$ cat src/rtl/bit_deserializer.sv
// rtl/bit_deserializer.sv - serial 1-bit stream to WIDTH-bit word deserializer, double-buffered
module bit_deserializer #(
    parameter int WIDTH     = 8,
    parameter bit MSB_FIRST = 1'b1
) (
    input  logic                     clk,
    input  logic                     reset_n,
    input  logic                     data_in,
    input  logic                     enable_in,
    output logic                     ready_out,
    output logic [WIDTH-1:0]         data_out,
    output logic                     enable_out,
    input  logic                     ready_in,
    output logic [$clog2(WIDTH)-1:0] bit_count
);

    localparam int             CW       = $clog2(WIDTH);
    localparam logic [CW-1:0]  CNT_LAST = CW'(WIDTH - 1);

    logic [WIDTH-1:0] sreg;
    logic [WIDTH-1:0] oreg;
    logic [WIDTH-1:0] shifted;
    logic [CW-1:0]    cnt;
    logic             out_full;
    logic             accept;
    logic             word_done;
    logic             handshake;

    always_comb begin
        shifted = sreg;
        if (MSB_FIRST) begin
            shifted = {sreg[WIDTH-2:0], data_in};
        end else begin
            shifted = {data_in, sreg[WIDTH-1:1]};
        end
    end

    // Stall only when the final bit would need the output register that is still occupied;
    // depends on registered state alone so ready_in never reaches ready_out combinationally.
    assign ready_out = !((cnt == CNT_LAST) && out_full);
    assign accept    = enable_in && ready_out;
    assign word_done = accept && (cnt == CNT_LAST);
    assign handshake = out_full && ready_in;

    always_ff @(posedge clk or negedge reset_n) begin
        if (!reset_n) begin
            sreg     <= '0;
            oreg     <= '0;
            cnt      <= '0;
            out_full <= 1'b0;
        end else begin
            if (accept) begin
                sreg <= shifted;
                if (cnt == CNT_LAST) begin
                    cnt <= '0;
                end else begin
                    cnt <= cnt + 1'b1;
                end
            end
            if (word_done) begin
                oreg <= shifted;
            end
            // A completing word refills the output even when the old one leaves this cycle.
            if (word_done) begin
                out_full <= 1'b1;
            end else if (handshake) begin
                out_full <= 1'b0;
            end
        end
    end

    assign data_out   = oreg;
    assign enable_out = out_full;
    assign bit_count  = cnt;

endmodule
$ cat config.mk
export PLATFORM = sky130hd
export DESIGN_NAME = bit_deserializer
export DESIGN_NICKNAME = d
export VERILOG_FILES = /design/src/rtl/bit_deserializer.sv
export SDC_FILE = /design/constraint.sdc
export NUM_CORES = 1
export LEC_CHECK = 0
export CAP_MARGIN = 20
export CORE_UTILIZATION = 51
export DETAILED_ROUTE_END_ITERATION = 8
export PLACE_DENSITY = 0.87
export SYNTH_ARGS = -nofsm -noshare
export SYNTH_HDL_FRONTEND = slang
export SYNTH_SLANG_ARGS = --single-unit
$ cat constraint.sdc
create_clock -name clk -period 2.8 [get_ports clk]
set_input_delay 0.28 -clock clk [delete_from_list [all_inputs] [get_ports clk]]
set_output_delay 0.28 -clock clk [all_outputs]
set_load 0.1 [all_outputs]
==> After elaboration in Yosys (flattened, before gate mapping) <==
Index checks and enable logic that the tools add are counted.
{ "classes": {"n_addsub": 1, "eq_ne": 1, "mux": 3, "n_reduce_logical": 6} }
{ "ops": {"columns": ["operator", "n"], "rows": [
  ["1-bit logical AND", 4],
  ["3-bit by 1-bit adder with 3-bit output, second input constant", 1],
  ["3-bit equality test, second input constant", 1],
  ["3-bit 2-to-1 mux", 1],
  ["1-bit 2-to-1 mux", 2],
  ["2-bit nonzero test", 1],
  ["1-bit zero test", 1]
]} }
{ "totals": {"regBits": 19, "in_bits": 5, "out_inout_bits": 13, "elab_cells": 15} }

==> Logic depth before layout (Yosys ltp) <==
Gate-level depths: netlist of run 1.
{ "depth": {"depth_word": 6, "depth_mapped": 5, "ltp_nobuf": 4} }

==> Worst setup path after synthesis of run 1 <==
Ideal clock, no wire load.
{ "synth_timing": {"kind": "register -> output", "start": "reg cnt[0] (netlist: bit_count[0])", "end": "out ready_out", "arrival_ns": 2.037, "t_required_ns": 2.520, "setup_slack_ns": 0.483, "stages_incl_launch_ff": 4, "path_buffers": 0, "path_cell_list": "dfrtp_1 -> ha_1 -> ha_1 -> nand2_1"} }
{ "synth_between": {"elab_chain_cells": 3} }
{ "synth_lines": {"columns": ["element", "line_no", "text"], "rows": [
  ["from (decl)", "23", "logic [CW-1:0] cnt;"],
  ["from (signal assigned)", "57", "cnt <= cnt + 1'b1;"],
  ["3-bit equality test", "40", "assign ready_out = !((cnt == CNT_LAST) && out_full);"],
  ["1-bit logical AND", "40", null],
  ["1-bit zero test", "40", null],
  ["to (decl)", "10", "output logic ready_out,"]
]} }
No other way between the ends.

==> Worst setup path in the final report of run 1 <==
{ "layout_timing": {"start": "reg cnt[0] (netlist: bit_count[0])", "end": "reg sreg[0]"} }
{ "layout_between": {"elab_chain_cells": 4} }
{ "layout_lines": {"columns": ["element", "line_no", "text"], "rows": [
  ["3-bit equality test", "40", null],
  ["1-bit logical AND", "40", null],
  ["1-bit zero test", "40", null],
  ["1-bit logical AND", "41", "assign accept = enable_in && ready_out;"],
  ["to (signal assigned)", "53", "sreg <= shifted;"],
  ["to (decl)", "20", "logic [WIDTH-1:0] sreg;"]
]} }
No other way between the ends.
A chain may end at the register's enable or synchronous reset.

==> results of run 1 <==
[flip-flops by register name, indices dropped and copies added (netlist names)]
name        cells
data_out        8
bit_count       3
sreg            7
enable_out      1
[synthesized netlist by cell type]
cell type / count / area [sq um]
or2b_2: 1 / 8.76
nand2_1: 1 / 3.75
buf_6: 1 / 11.3
mux2i_1: 1 / 10.0
nand3b_4: 1 / 20.0
mux2_4: 9 / 135
dfrtp_1: 19 / 475
a21boi_2: 1 / 11.3
ha_1: 2 / 25.0
o21ai_0: 1 / 5.00
mux2_2: 8 / 90.1
inv_1: 1 / 3.75
[critical path, cell delays in order (launching register included)]
cell and delay, ns:
dfrtp_1 0.43, ha_1 0.21, ha_1 0.26, a21boi_2 0.65, mux2_4 0.35
[cells by family (layout without fill, tap and decap cells)]
family,after synthesis,count (layout),synth area share [%]
compound gates,2,2,2.03
mux,18,18,29.4
simple gates,3,3,4.07
flops,19,19,59.5
buf+inv,2,22,1.88
fa+ha+maj,2,2,3.13
[layer usage]
metal	up-vias	global-route usage [%]
met5	-	0
met4	0	7.74
met3	4	3.04
met2	13	27.8
met1	212	20.8
li1	200	-
[area by class of cell]
| class | count | area, sq um | area share [%] |
|---|---|---|---|
| well taps | 15 | 18.8 | 1.93 |
| clock inverters | 1 | 5.00 | 0.515 |
| multi-input cells | 25 | 309 | 31.8 |
| clock buffers | 3 | 22.5 | 2.32 |
| repair buffers | 17 | 138 | 14.2 |
| inverters | 1 | 3.75 | 0.386 |
| flip-flops and latches | 19 | 475 | 48.9 |
[per-stage QoR]
step | utilization, % | setup slack, ns | area (sq um)
final | 70.3 | 0.802 | 972
after global routing | 70.3 | 0.700 | 972
after CTS | 70.3 | 0.793 | 972
after detailed placement | 68.3 | 0.812 | 945
after global placement | 68.3 | 0.899 | 945
after floorplan | - | 0.483 | 800
[final timing paths]
check / slack (ns) / endpoint / cells past startpoint / startpoint
min in group clk: 0.52 / data_out[5] / 1 / data_out[5]
setup reg to reg: 0.80 / sreg[0] / 4 / bit_count[0]
hold / removal: 0.45 / data_out[6] / 1 / reset_n
hold reg to reg: 0.52 / data_out[5] / 1 / data_out[5]
max in group asynchronous: 1.85 / bit_count[0] / 1 / reset_n
setup / recovery: 0.80 / sreg[0] / 4 / bit_count[0]
==> flow_metrics.py, run 1 <==
metrics = {
    "clocking": {
        "clk_pin_slew_ns": 0.11,
        "cts_tree": "built",
        "cts_resized": 0,
        "insertion_delay_ns": 0.29,
        "cts_sinks": 19,
        "cts_max_level": 1,
        "cts_buffers": 3,
        "cts.hold.buffers_added": 0,
        "post-cts-setup-buffers": 0,
        "cts-root-buf": "clkbuf_4",
        "cts_buffer_depth": 2,
    },
    "layout": {
        "final_cell_mix": "19 x dfrtp_1, 13 x buf_4, 9 x mux2_4",
        "fillerInstances": 101,
        "area_growth_pct": 21.6,
        "nNetsFinal": 74,
        "diodes": 0,
        "drive_gt1_share_pct": 56.1,
        "layout_commonest_cell": "dfrtp_1",
        "instances_no_fill": 81,
    },
    "route": {
        "routedWlPerCell_um": 15.4,
        "wl_met3_um": 51,
        "wl_met1_um": 588,
        "drc": 0,
        "wl_um": 1250,
        "via_per_inst": 5.30,
        "drt-pass1-iter-count": 1,
        "drtIter0Drc": 0,
        "vias": 429,
        "top_layer_used": "met4",
        "ant_nets": 0,
        "wl_met2_um": 588,
    },
    "die": {
        "row_count": 13,
        "start_util_pct": 57.8,
        "fp.dieH_um": 41.6,
        "core_sq_um": 1380,
        "dieWidth_um": 41.6,
        "io_pins": 18,
        "dieArea_sq_um": 1730,
    },
    "placement": {
        "dp.cells": 77,
        "dp_hpwl_um": 899,
        "numPortBuffers": 17,
        "gp_congestion": 0.630,
    },
    "sta": {
        "min_period_ns": 2.00,
        "hold_viol": 0,
        "worstMarginPinSlew_ns": 0.812,
        "rsz0062_at_grt": "false",
        "clock_skew_ns": 0.00655,
        "final.period_utilization_pct": 71.3,
        "max_slew_margin_pct": 45.7,
        "slew_viol_final": 0,
        "fmax_ghz": 0.501,
        "setup_viol": 0,
        "whs_ns": 0.448,
        "finalSetupTns_ns": 0,
    },
    "yosys": {
        "yosysSeqAreaShare_pct": 59.5,
        "syn-num-nets": 53,
        "synthesis.area_sq_um": 800,
        "synth_cell_type_count": 12,
        "synth_area_per_cell_sq_um": 17.4,
        "yosysWarnings": 0,
        "synth_cells": 46,
        "synth-seq-cells": 19,
    },
    "setup_path": {
        "cp-end-kind": "flip-flop",
        "critPathArrivalTime_ns": 2.18,
        "worstPathRequired_ns": 2.98,
        "cp_max_fo": 10,
        "worst_setup_path_start_kind": "flip-flop",
        "criticalPathCategory": "reg2reg",
    },
    "global_routing": {
        "grt_max_degree": 20,
        "track_usage_pct": 16.6,
        "grt_pass1_vias": 452,
        "grt_overflow": 0,
        "antenna_found_initial": 0,
        "grt_first_pass_wirelength_um": 2150,
    },
    "worst_hold_path": {
        "hold_path.class": "in2async",
    },
    "run_status": {
        "status": "finished clean",
    },
    "flow_run": {
        "drv_cap": 0,
    },
}
Power of run 1 is left out: the tool's default activity adds up to more than one toggle a clock period on the data nets, which glitch-free logic cannot reach.
==> run 2: changes to the inputs <==
--- a/config.mk
+++ b/config.mk
@@ -6,9 +6,9 @@
 export NUM_CORES = 1
 export LEC_CHECK = 0
 export CAP_MARGIN = 20
-export CORE_UTILIZATION = 51
+export CORE_UTILIZATION = 43
 export DETAILED_ROUTE_END_ITERATION = 8
-export PLACE_DENSITY = 0.87
+export PLACE_DENSITY = 0.79
 export SYNTH_ARGS = -nofsm -noshare
 export SYNTH_HDL_FRONTEND = slang
 export SYNTH_SLANG_ARGS = --single-unit
==> constraint.sdc (replaced) <==
create_clock -name clk -period 1.7 [get_ports clk]
set_input_delay 0.17 -clock clk [delete_from_list [all_inputs] [get_ports clk]]
set_output_delay 0.17 -clock clk [all_outputs]
set_load 0.1 [all_outputs]
==> run 2 against run 1 <==
Net effect:
- maximum frequency grew 23%
- via count grew 2.3%
- largest cell class unchanged
- clock-buffer cell count is the same
- core utilization shrank 6.2 points
- non-clock buffer count grew 3
- clock skew shrank 0.0044 ns
- critical path depth grew 1
- register-to-register slack lost 0.73 ns
- critical path type unchanged
- worst hold slack lost 0.25 ns
==> flow_metrics.py, run 2 (same netlist as run 1, synthesis figures left out) <==
metrics = {
    "setup_path": {
        "rr_worst_depth": 5,
        "crit_end": "sreg[2]",
        "rr_startpoint": "bit_count[1]",
        "startpoint": "bit_count[1]",
        "r2r_slack_ns": 0.08,
        "cp_max_fo": 6,
        "cp-end-kind": "flip-flop",
        "critPathArrivalTime_ns": 1.81,
        "reg2reg_to": "sreg[2]",
        "worst_setup_path_start_kind": "flip-flop",
        "criticalPathCategory": "reg2reg",
        "worstPathRequired_ns": 1.89,
    },
    "sta": {
        "timing.final.ws_setup_ns": 0.0758,
        "min_period_ns": 1.62,
        "rsz0062_at_grt": "false",
        "setup_viol": 0,
        "max_slew_margin_pct": 81.5,
        "finalSetupTns_ns": 0,
        "hold_viol": 0,
        "final.period_utilization_pct": 95.5,
        "slew_viol_final": 0,
        "fmax_ghz": 0.616,
        "clock_skew_ns": 0.00218,
        "worstMarginPinSlew_ns": 0.280,
    },
    "placement": {
        "gp_congestion": 0.668,
        "dp_slack_ns": 0.0773,
        "placed_area_sq_um": 1080,
        "dp_hpwl_um": 973,
        "numPortBuffers": 17,
    },
    "route": {
        "via_per_inst": 4.67,
        "vias": 439,
        "drtIter0Drc": 3,
        "drc": 0,
        "routedWlPerCell_um": 13.9,
        "drt-pass1-iter-count": 2,
        "wl_um": 1310,
        "ant_nets": 0,
    },
    "global_routing": {
        "grt_first_pass_wirelength_um": 2060,
        "met1_usage_pct": 20.7,
        "grt_overflow": 0,
        "grt_pass1_vias": 437,
        "antenna_found_initial": 0,
        "grt_use_met2_pct": 21.7,
        "grt_max_degree": 20,
        "gr-usage-met3_pct": 5.60,
        "busiest_layer": "met2",
        "track_usage_pct": 15.1,
    },
    "clocking": {
        "cts_buffers": 3,
        "cts_sinks": 19,
        "cts_resized": 0,
        "post-cts-setup-buffers": 0,
        "cts-root-buf": "clkbuf_4",
        "cts_max_level": 1,
        "insertion_delay_ns": 0.29,
        "cts.hold.buffers_added": 0,
        "clk_pin_slew_ns": 0.10,
        "cts_tree": "built",
        "cts_buffer_depth": 2,
    },
    "die": {
        "io_pins": 18,
        "row_count": 15,
        "dieWidth_um": 45.1,
        "core_sq_um": 1730,
        "dieArea_sq_um": 2040,
        "fp.dieH_um": 45.1,
        "start_util_pct": 46.3,
    },
    "layout": {
        "diodes": 0,
        "nNetsFinal": 77,
        "fin_area_sq_um": 1110,
        "multi_input_area_sq_um": 337,
        "largest_register_ffs": 8,
        "layout_commonest_cell": "dfrtp_1",
        "area_growth_pct": 38.5,
        "drive_gt1_share_pct": 68.1,
        "fillerInstances": 142,
        "regArea_sq_um": 485,
        "final_cell_mix": "15 x dfrtp_1, 11 x buf_4, 9 x mux2_4",
    },
    "flow_run": {
        "drv_cap": 0,
    },
    "worst_hold_path": {
        "hold_path.class": "in2async",
    },
    "run_status": {
        "status": "finished clean",
    },
}
==> run 2: layout make-up <==
cell class / count / share of cell area (%)
Sequential cell: 19 / 43.8
Clock buffer: 3 / 2.03
Clock inverter: 1 / 0.452
Tap cell: 25 / 2.82
Timing Repair Buffer: 20 / 20.1
Inverter: 1 / 0.339
Multi-Input combinational cell: 25 / 30.4
==> run 2: stage by stage <==
| step | cells | hold WS, ns | utilization [%] |
|---|---|---|---|
| after floorplan | 46 | -0.126 | - |
| after global placement | 90 | 0.490 | 62.5 |
| after detailed placement | 90 | 0.495 | 62.5 |
| after CTS | 94 | 0.197 | 64.1 |
| after global routing | 94 | 0.215 | 64.1 |
| final | 94 | 0.199 | 64.1 |
==> run 2: worst min path at each step <==
| stage | startpoint | end | cells past startpoint |
|---|---|---|---|
| finish | reset_n | sreg[6] | 2 |
| global route | reset_n | bit_count[2] | 2 |
| CTS | reset_n | sreg[0] | 2 |
| detailed placement | data_out[6] | data_out[6] | 1 |
| global placement | data_out[7] | data_out[7] | 1 |
| floorplan | reset_n | bit_count[2] | 0 |
==> run 2: routing by layer <==
layer,wire (um),vias to the layer above
met5,0,-
met4,0,0
met3,80,0
met2,612,13
met1,616,218
li1,-,208
==> run 2: critical path: stages (launching register included) <==
cell,delay (ns)
dfrtp_4,0.53
ha_4,0.18
ha_4,0.17
a21boi_2,0.14
buf_4,0.19
mux2_4,0.31
Power of run 2 is left out for the same reason.
